===== src/rtl/alu_accumulator_core.sv =====
// ============================================================================
//  Module  : alu_accumulator_core
//  Brief   : Accumulator datapath with register file, registered ALU, C/Z/N/V
//            flags, and valid/ready command and response channels.
//  Revision: 1.0 - initial release
// ============================================================================
`default_nettype none

module alu_accumulator_core #(
  parameter int WIDTH = 8,
  parameter int NREG  = 4
) (
  input  logic                     clk,
  input  logic                     rst_n,
  input  logic                     cmd_valid,
  output logic                     cmd_ready,
  input  logic [2:0]               cmd_op,
  input  logic [$clog2(NREG)-1:0]  cmd_idx,
  input  logic [WIDTH-1:0]         cmd_imm,
  output logic                     rsp_valid,
  input  logic                     rsp_ready,
  output logic [WIDTH-1:0]         rsp_data,
  output logic [WIDTH-1:0]         acc_out,
  output logic [3:0]               flags
);

  localparam int IDX_W = $clog2(NREG);

  localparam logic [2:0] OP_LDI = 3'b000;
  localparam logic [2:0] OP_ADD = 3'b001;
  localparam logic [2:0] OP_SUB = 3'b010;
  localparam logic [2:0] OP_AND = 3'b011;
  localparam logic [2:0] OP_OR  = 3'b100;
  localparam logic [2:0] OP_XOR = 3'b101;
  localparam logic [2:0] OP_STA = 3'b110;
  localparam logic [2:0] OP_LDA = 3'b111;

  typedef enum logic [1:0] {
    S_IDLE  = 2'd0,
    S_FETCH = 2'd1,
    S_EXEC  = 2'd2,
    S_DONE  = 2'd3
  } state_t;

  state_t             r_state;
  state_t             w_state_nxt;
  logic [2:0]         r_op;
  logic [IDX_W-1:0]   r_idx;
  logic [WIDTH-1:0]   r_imm;
  logic [WIDTH-1:0]   r_opnd;
  logic [WIDTH-1:0]   r_acc;
  logic [3:0]         r_flags;
  logic [WIDTH-1:0]   r_rsp_data;
  logic [WIDTH-1:0]   r_rf [NREG];

  logic               w_accept;
  logic               w_exec;
  logic [WIDTH-1:0]   w_b;
  logic               w_cin;
  logic [WIDTH:0]     w_sum;
  logic [WIDTH-1:0]   w_res;
  logic               w_c;
  logic               w_v;

  assign cmd_ready = (r_state == S_IDLE);
  assign rsp_valid = (r_state == S_DONE);
  assign rsp_data  = r_rsp_data;
  assign acc_out   = r_acc;
  assign flags     = r_flags;

  assign w_accept  = cmd_valid && cmd_ready;
  assign w_exec    = (r_state == S_EXEC);

  always_ff @(posedge clk or negedge rst_n) begin
    if (!rst_n) begin
      r_state <= S_IDLE;
    end else begin
      r_state <= w_state_nxt;
    end
  end

  always_comb begin
    w_state_nxt = r_state;
    case (r_state)
      S_IDLE:  if (cmd_valid) w_state_nxt = S_FETCH;
      S_FETCH: w_state_nxt = S_EXEC;
      S_EXEC:  w_state_nxt = S_DONE;
      S_DONE:  if (rsp_ready) w_state_nxt = S_IDLE;
      default: w_state_nxt = S_IDLE;
    endcase
  end

  // SUB reuses the adder as ACC + ~R + 1, so C means "no borrow".
  assign w_b   = (r_op == OP_SUB) ? ~r_opnd : r_opnd;
  assign w_cin = (r_op == OP_SUB);
  assign w_sum = {1'b0, r_acc} + {1'b0, w_b} + {{WIDTH{1'b0}}, w_cin};

  always_comb begin
    w_res = r_acc;
    w_c   = r_flags[3];
    w_v   = r_flags[0];
    case (r_op)
      OP_LDI: w_res = r_imm;
      OP_ADD, OP_SUB: begin
        w_res = w_sum[WIDTH-1:0];
        w_c   = w_sum[WIDTH];
        w_v   = (r_acc[WIDTH-1] == w_b[WIDTH-1]) && (w_res[WIDTH-1] != r_acc[WIDTH-1]);
      end
      OP_AND: begin
        w_res = r_acc & r_opnd;
        w_c   = 1'b0;
        w_v   = 1'b0;
      end
      OP_OR: begin
        w_res = r_acc | r_opnd;
        w_c   = 1'b0;
        w_v   = 1'b0;
      end
      OP_XOR: begin
        w_res = r_acc ^ r_opnd;
        w_c   = 1'b0;
        w_v   = 1'b0;
      end
      OP_LDA:  w_res = r_opnd;
      default: w_res = r_acc;
    endcase
  end

  always_ff @(posedge clk or negedge rst_n) begin
    if (!rst_n) begin
      r_op       <= OP_LDI;
      r_idx      <= '0;
      r_imm      <= '0;
      r_opnd     <= '0;
      r_acc      <= '0;
      r_flags    <= '0;
      r_rsp_data <= '0;
    end else begin
      if (w_accept) begin
        r_op  <= cmd_op;
        r_idx <= cmd_idx;
        r_imm <= cmd_imm;
      end
      if (r_state == S_FETCH) begin
        r_opnd <= r_rf[r_idx];
      end
      if (w_exec) begin
        if (r_op == OP_STA) begin
          r_rsp_data <= r_acc;
        end else begin
          r_acc      <= w_res;
          r_flags    <= {w_c, (w_res == '0), w_res[WIDTH-1], w_v};
          r_rsp_data <= w_res;
        end
      end
    end
  end

  always_ff @(posedge clk or negedge rst_n) begin
    if (!rst_n) begin
      for (int i = 0; i < NREG; i++) begin
        r_rf[i] <= '0;
      end
    end else if (w_exec && (r_op == OP_STA)) begin
      r_rf[r_idx] <= r_acc;
    end
  end

endmodule

`default_nettype wire


===== config.mk =====
export PLATFORM = sky130hd
export DESIGN_NAME = alu_accumulator_core
export DESIGN_NICKNAME = d
export VERILOG_FILES = /design/src/rtl/alu_accumulator_core.sv
export SDC_FILE = /design/constraint.sdc
export NUM_CORES = 1
export LEC_CHECK = 0
export BUFFER_PORTS_ARGS = -buffer_cell sky130_fd_sc_hd__buf_2
export CORE_ASPECT_RATIO = 1.2
export CORE_MARGIN = 5
export CORE_UTILIZATION = 45
export DETAILED_ROUTE_END_ITERATION = 10
export PLACE_DENSITY = 0.66
export RECOVER_POWER = 50
export SYNTH_ARGS = -nofsm -noshare
export SYNTH_HDL_FRONTEND = slang
export SYNTH_SLANG_ARGS = --single-unit

===== constraint.sdc =====
create_clock -name clk -period 4.65 [get_ports clk]
set_clock_uncertainty 0.1 [all_clocks]
set_input_delay 0.465 -clock clk [delete_from_list [all_inputs] [get_ports clk]]
set_output_delay 0.465 -clock clk [all_outputs]
set_load 0.05 [all_outputs]

# Yosys cells after proc, flatten, opt, wreduce, memory -nomap -nowiden

Index checks and enable logic that the tools add are counted.

Register bits after elaboration: 67
Input port bits: 17
Output and inout bits: 22
Logic and storage cells: 63

Add/sub/neg operators: 2
Order comparisons: 2
Equal/unequal tests: 14
Multiplexer cells: 14
Bitwise gates (word level): 6
Reduce and logical (&&, ||, !) cells: 13

Operator list:

| cell                                                       | number |
|---|---|
| one-hot mux 8 bit (6 select lines)                         | 1 |
| 2-to-1 mux 8 bit                                           | 5 |
| bitwise mux 32 bit                                         | 1 |
| binary-select mux 8 bit (select 2 bit)                     | 1 |
| demux 8 bit (select 2 bit)                                 | 1 |
| equality test 3 bit, second input constant                 | 4 |
| adder 8 x 8 -> 9 bit                                       | 1 |
| adder 9 x 1 -> 9 bit                                       | 1 |
| AND 8 bit                                                  | 1 |
| zero test 8 bit                                            | 1 |
| NOT 8 bit                                                  | 1 |
| bitwise OR 8 bit                                           | 1 |
| one-hot mux 2 bit (4 select lines)                         | 1 |
| bitwise XOR 8 bit                                          | 1 |
| equality test 3 x 2 -> 1 bit, second input constant        | 2 |
| equality test 2 bit, second input constant                 | 2 |
| logical AND 1 bit                                          | 4 |
| 2-to-1 mux 2 bit                                           | 2 |
| one-hot mux 1 bit (2 select lines)                         | 2 |
| AND reduction 2 bit                                        | 2 |
| equality test 3 x 1 -> 1 bit, second input constant        | 1 |
| >= comparator 3 bit, second input constant                 | 1 |
| zero test 3 bit                                            | 1 |
| less-than comparator 3 x 1 -> 1 bit, second input constant | 1 |
| 12 further kinds                                           | 12 |

# Longest topological paths before layout

Depth in word-level cells: 7
Depth in mapped cells: 11
Depth with buffers taken out: 9

# Worst setup path after synthesis

OpenSTA, ideal clock, no wires.

Kind: reg-to-reg
Start point: register r_op[2]
End point: register r_flags[2], in the netlist flags[2]
Setup time: 0.104 ns
Arrival: 2.831 ns
Data required time: 4.446 ns
Slack: 1.616 ns
Cell stages (with the launch flop): 12
Path buffers: 2
Clock period less this slack: 3.034 ns
Cells stage by stage: dfrtp_1 buf_6 or3b_4 buf_6 xnor2_1 fa_1 a211o_1 a21o_1 mux2i_1 a211o_1 o21a_1 o41ai_2

Cells in the longest elaborated chain, start to end: 6
Elaborated cells on any way between the ends: 16
Those cells by class: add/sub: 2; eq/ne: 7; mux: 2; bitwise: 1; reduce/logical: 4

Ends and longest elaborated chain:

| element                            | RTL line    | RTL |
|---|---|---|
| start: declaration                 | 47          | `logic [2:0] r_op;` |
| start signal: assignment           | 140         | `r_op <= cmd_op;` |
| equality test 3 x 2 -> 1 bit       | 94, 95, 102 |  |
| 2-to-1 mux 8 bit                   | 94          | `assign w_b = (r_op == OP_SUB) ? ~r_opnd : r_opnd;` |
| adder 8 x 8 -> 9 bit               | 96          | `assign w_sum = {1'b0, r_acc} + {1'b0, w_b} + {{WIDTH{1'b0}}, w_cin};` |
| adder 9 x 1 -> 9 bit               | 96          |  |
| one-hot mux 8 bit (6 select lines) | 102         | `case (r_op)` |
| zero test 8 bit                    | 152         | `r_flags <= {w_c, (w_res == '0), w_res[WIDTH-1], w_v};` |
| end signal: assignment             | 152         |  |
| end: declaration                   | 52          | `logic [3:0] r_flags;` |

Several ways; a longest one is shown, not always the timed one.
A chain may end at the register's enable or synchronous reset.

# Final worst setup path

Start point: register r_op[0]
End point: register r_flags[2], in the netlist flags[2]

The elaborated chain is that of the path after synthesis.

==> impl_metrics.yaml <==
job:
  maxCapViolCount: 2
global_route:
  met1_usage: 0.235
  grt_use_met2: 0.275
  antenna_found_initial: 0
  grt_pass1_wl_um: 14700
  grt_pass1_vias: 2904
  grt.busiest_layer: "met2"
  grt_max_degree: 38
  overflow: 0
  met3_usage: 0.0376
  grt.total_usage: 0.178
floorplan:
  dieWidth_um: 96.6
  start_util: 0.453
  rows: 38
  dieArea_um2: 11000
  ioPinCount: 39
  core_um2: 8940
  die_h_um: 114
worst_setup_path:
  critPathMaxStageDelay_ps: 630
  r2r_slack_ps: 1270
  r2r-end: "flags[2]$_DFFE_PN0P_"
  worstSetupPathType: "reg2reg"
  startpoint_type: "flip-flop"
  cp-end-kind: "flip-flop"
  path_cells: "or3b_4, xnor2_1, fa_1, a211o_1, a21o_1, mux2i_1, a211o_1, o21a_1, o41ai_2"
  crit_top_cell: "a211o_1"
  cp_max_fo: 21
  arrival_ps: 3530
  crit_slowest_cell: "dfrtp_1"
  worst-r2r-cell-count: 9
  r2r_start: "r_op[0]$_DFFE_PN0P_"
  cp.required_ps: 4800
yosys:
  yosys.area_share.simple: 0.0937
  synth_seq_cells: 66
  synth_fa_ha_area_frac: 0.0884
  synth.area.mux_share: 0.187
  async_reset_ff_frac: 1.00
  yosys_warnings: 0
  synth_top_family_by_area: "multiplexers"
  synth_area_um2: 4050
  synth_edf_count: 0
  synth.avg_cell_area_um2: 11.0
  synth_compound_area_frac: 0.133
  seq_area_frac_synth: 0.408
  synthFlopType: "dfrtp_1"
  synth_cells: 367
  netlist-cell-type-count: 59
  syn-num-nets: 412
  yosys.area_share.xor_xnor: 0.0303
timing:
  setup_viol: 0
  min_period_ps: 3380
  finalSetupTns_ps: 0
  timing.final.crit_share: 0.726
  hold_violations: 0
  drv_slew: 69
  timing.slew.headroom: -0.307
  max_freq_mhz: 296
  tightest_slew_ps: 1960
  rsz0062_at_grt: "false"
clocking:
  htree_levels: 3
  root_buffer: "clkbuf_8"
  clk_pin_slew_ps: 70
  cts_resized: 0
  hold_buffers: 0
  clock_path_buffers: 2
  cts_setup_buffers: 0
  cts_sinks: 66
  cts_tree: "yes"
  worstSkewPairLatency_ps: 350
  numCtsBuffers: 9
placed_design:
  numPortBuffers: 38
  gp_congestion: 0.910
  hpwl_um: 6690
detailed_routing:
  routed_via_density: 5.45
  drc_errors: 0
  drtPass1Iterations: 7
  vias: 2833
  drt_iter0_drc: 168
  antenna_left: 0
  wl_per_cell_um: 17.2
  routed_wl_um: 8950
run_status:
  failed_checks: "max-capacitance violations, max-slew violations"
  status: "finished, violations left"
cells_and_area:
  fin_util: 0.495
  final_nets: 440
  area_growth_pct: 9.40
  area.sequential_um2: 1650
  fillCellCount: 871
  multi_input_area_um2: 2150
  n_antenna_cell: 0
  layout-drive-gt1-share: 0.260
min_path:
  worstHoldStart: "cmd_imm[2]"
  min_path_cells: 2
  hold_path_class: "in2reg"
  hold_end: "r_imm[2]$_DFFE_PN0P_"
[stage by stage]
| step | hold WS [ps] | setup slack [ps] | area [um2] | cells |
|---|---|---|---|---|
| after detailed placement | 375 | 1280 | 4260 | 504 |
| after CTS | 43.1 | 1280 | 4440 | 520 |
| after global placement | 364 | 1330 | 4260 | 504 |
| final | 240 | 1270 | 4430 | 520 |
| after global routing | 229 | 805 | 4430 | 520 |
| after floorplan | 69.4 | 1620 | 4050 | 367 |
[registers in the layout, indices dropped and copies added, names as in the netlist]
name and flops:
r_rf 32, r_imm 8, r_opnd 8, rsp_data 7
flags 4, r_op 3, r_idx 2, r_state 2
[synth_stat cells (2+ instances only)]
cell type,n,area (um2)
a21o_1,4,30.0
dfrtp_1,66,1650
a211oi_1,2,15.0
a32oi_1,2,17.5
a21oi_1,12,60.1
and3_1,2,12.5
a221oi_1,3,26.3
buf_6,2,22.5
ha_1,27,338
inv_1,23,86.3
clkbuf_1,6,22.5
nand3_1,5,25.0
o21a_1,2,15.0
nor2_2,2,12.5
mux2i_1,6,60.1
mux2_2,41,462
o21ai_0,25,125
nor2_1,13,48.8
mux4_2,9,203
nand3b_1,2,15.0
a22oi_1,3,22.5
mux2_1,3,33.8
buf_4,12,90.1
xnor2_1,11,96.3
a211o_1,3,26.3
nand2_1,35,131
buf_2,3,15.0
xor2_1,3,26.3
nor2b_1,4,25.0
o211ai_1,2,15.0
nand2b_1,6,37.5
[placed cells by master, fill, tap and decap left out, types with 3 or more instances in the layout]
cell / count
dfrtp_1: 66
mux2_2: 41
nand2_1: 35
buf_2: 29
ha_1: 27
o21ai_0: 25
inv_1: 23
nor2_1: 13
a21oi_1: 12
clkbuf_1: 12
xnor2_1: 11
mux4_2: 9
clkbuf_8: 9
mux2i_1: 6
nand2b_1: 6
nand3_1: 5
nor2b_1: 4
a21o_1: 4
xor2_1: 3
a22oi_1: 3
a211o_1: 3
mux2_1: 3
a221oi_1: 3
[area by class of cell]
class / count / area share
tap: 120 / 0.0339
inverter: 23 / 0.0195
multi-input combinational: 254 / 0.487
clock inverter: 5 / 0.0124
timing repair buffer: 41 / 0.0447
sequential: 66 / 0.373
clock buffer: 11 / 0.0297
[worst max-delay path, delay by kind of cell (launching register included)]
family | cells | cell delay, ps
AO/OA/AOI/OAI | 5 | 1180
flip-flops | 1 | 630
AND/OR/NAND/NOR | 1 | 590
adder cells (fa/ha/maj) | 1 | 460
XOR/XNOR | 1 | 200
multiplexers | 1 | 120
[worst max-delay path by stage]
stage | cells past startpoint | end | start
4_1_cts | 9 | flags[2]$_DFFE_PN0P_ | r_op[0]$_DFFE_PN0P_
2_1_floorplan | 11 | flags[2]$_DFFE_PN0P_ | r_op[2]$_DFFE_PN0P_
6_report | 9 | flags[2]$_DFFE_PN0P_ | r_op[0]$_DFFE_PN0P_
5_1_grt | 2 | r_imm[1]$_DFFE_PN0P_ | rst_n
3_5_place_dp | 9 | flags[2]$_DFFE_PN0P_ | r_op[0]$_DFFE_PN0P_
3_3_place_gp | 9 | flags[2]$_DFFE_PN0P_ | r_op[0]$_DFFE_PN0P_
[cells by family after synthesis]
group           count (synthesis)
compound gates                 76
xor+xnor                       14
fa+ha+maj                      28
buf+inv                        47
flops                          66
mux                            59
simple gates                   77
[routing by layer]
layer	share of wire	up-vias
li1	-	1355
met1	0.44	1371
met2	0.48	89
met3	0.054	18
met4	0.028	0
met5	0	-
Power is left out: the tool's default activity adds up to more than one toggle a clock period on the data nets, which glitch-free logic cannot reach.
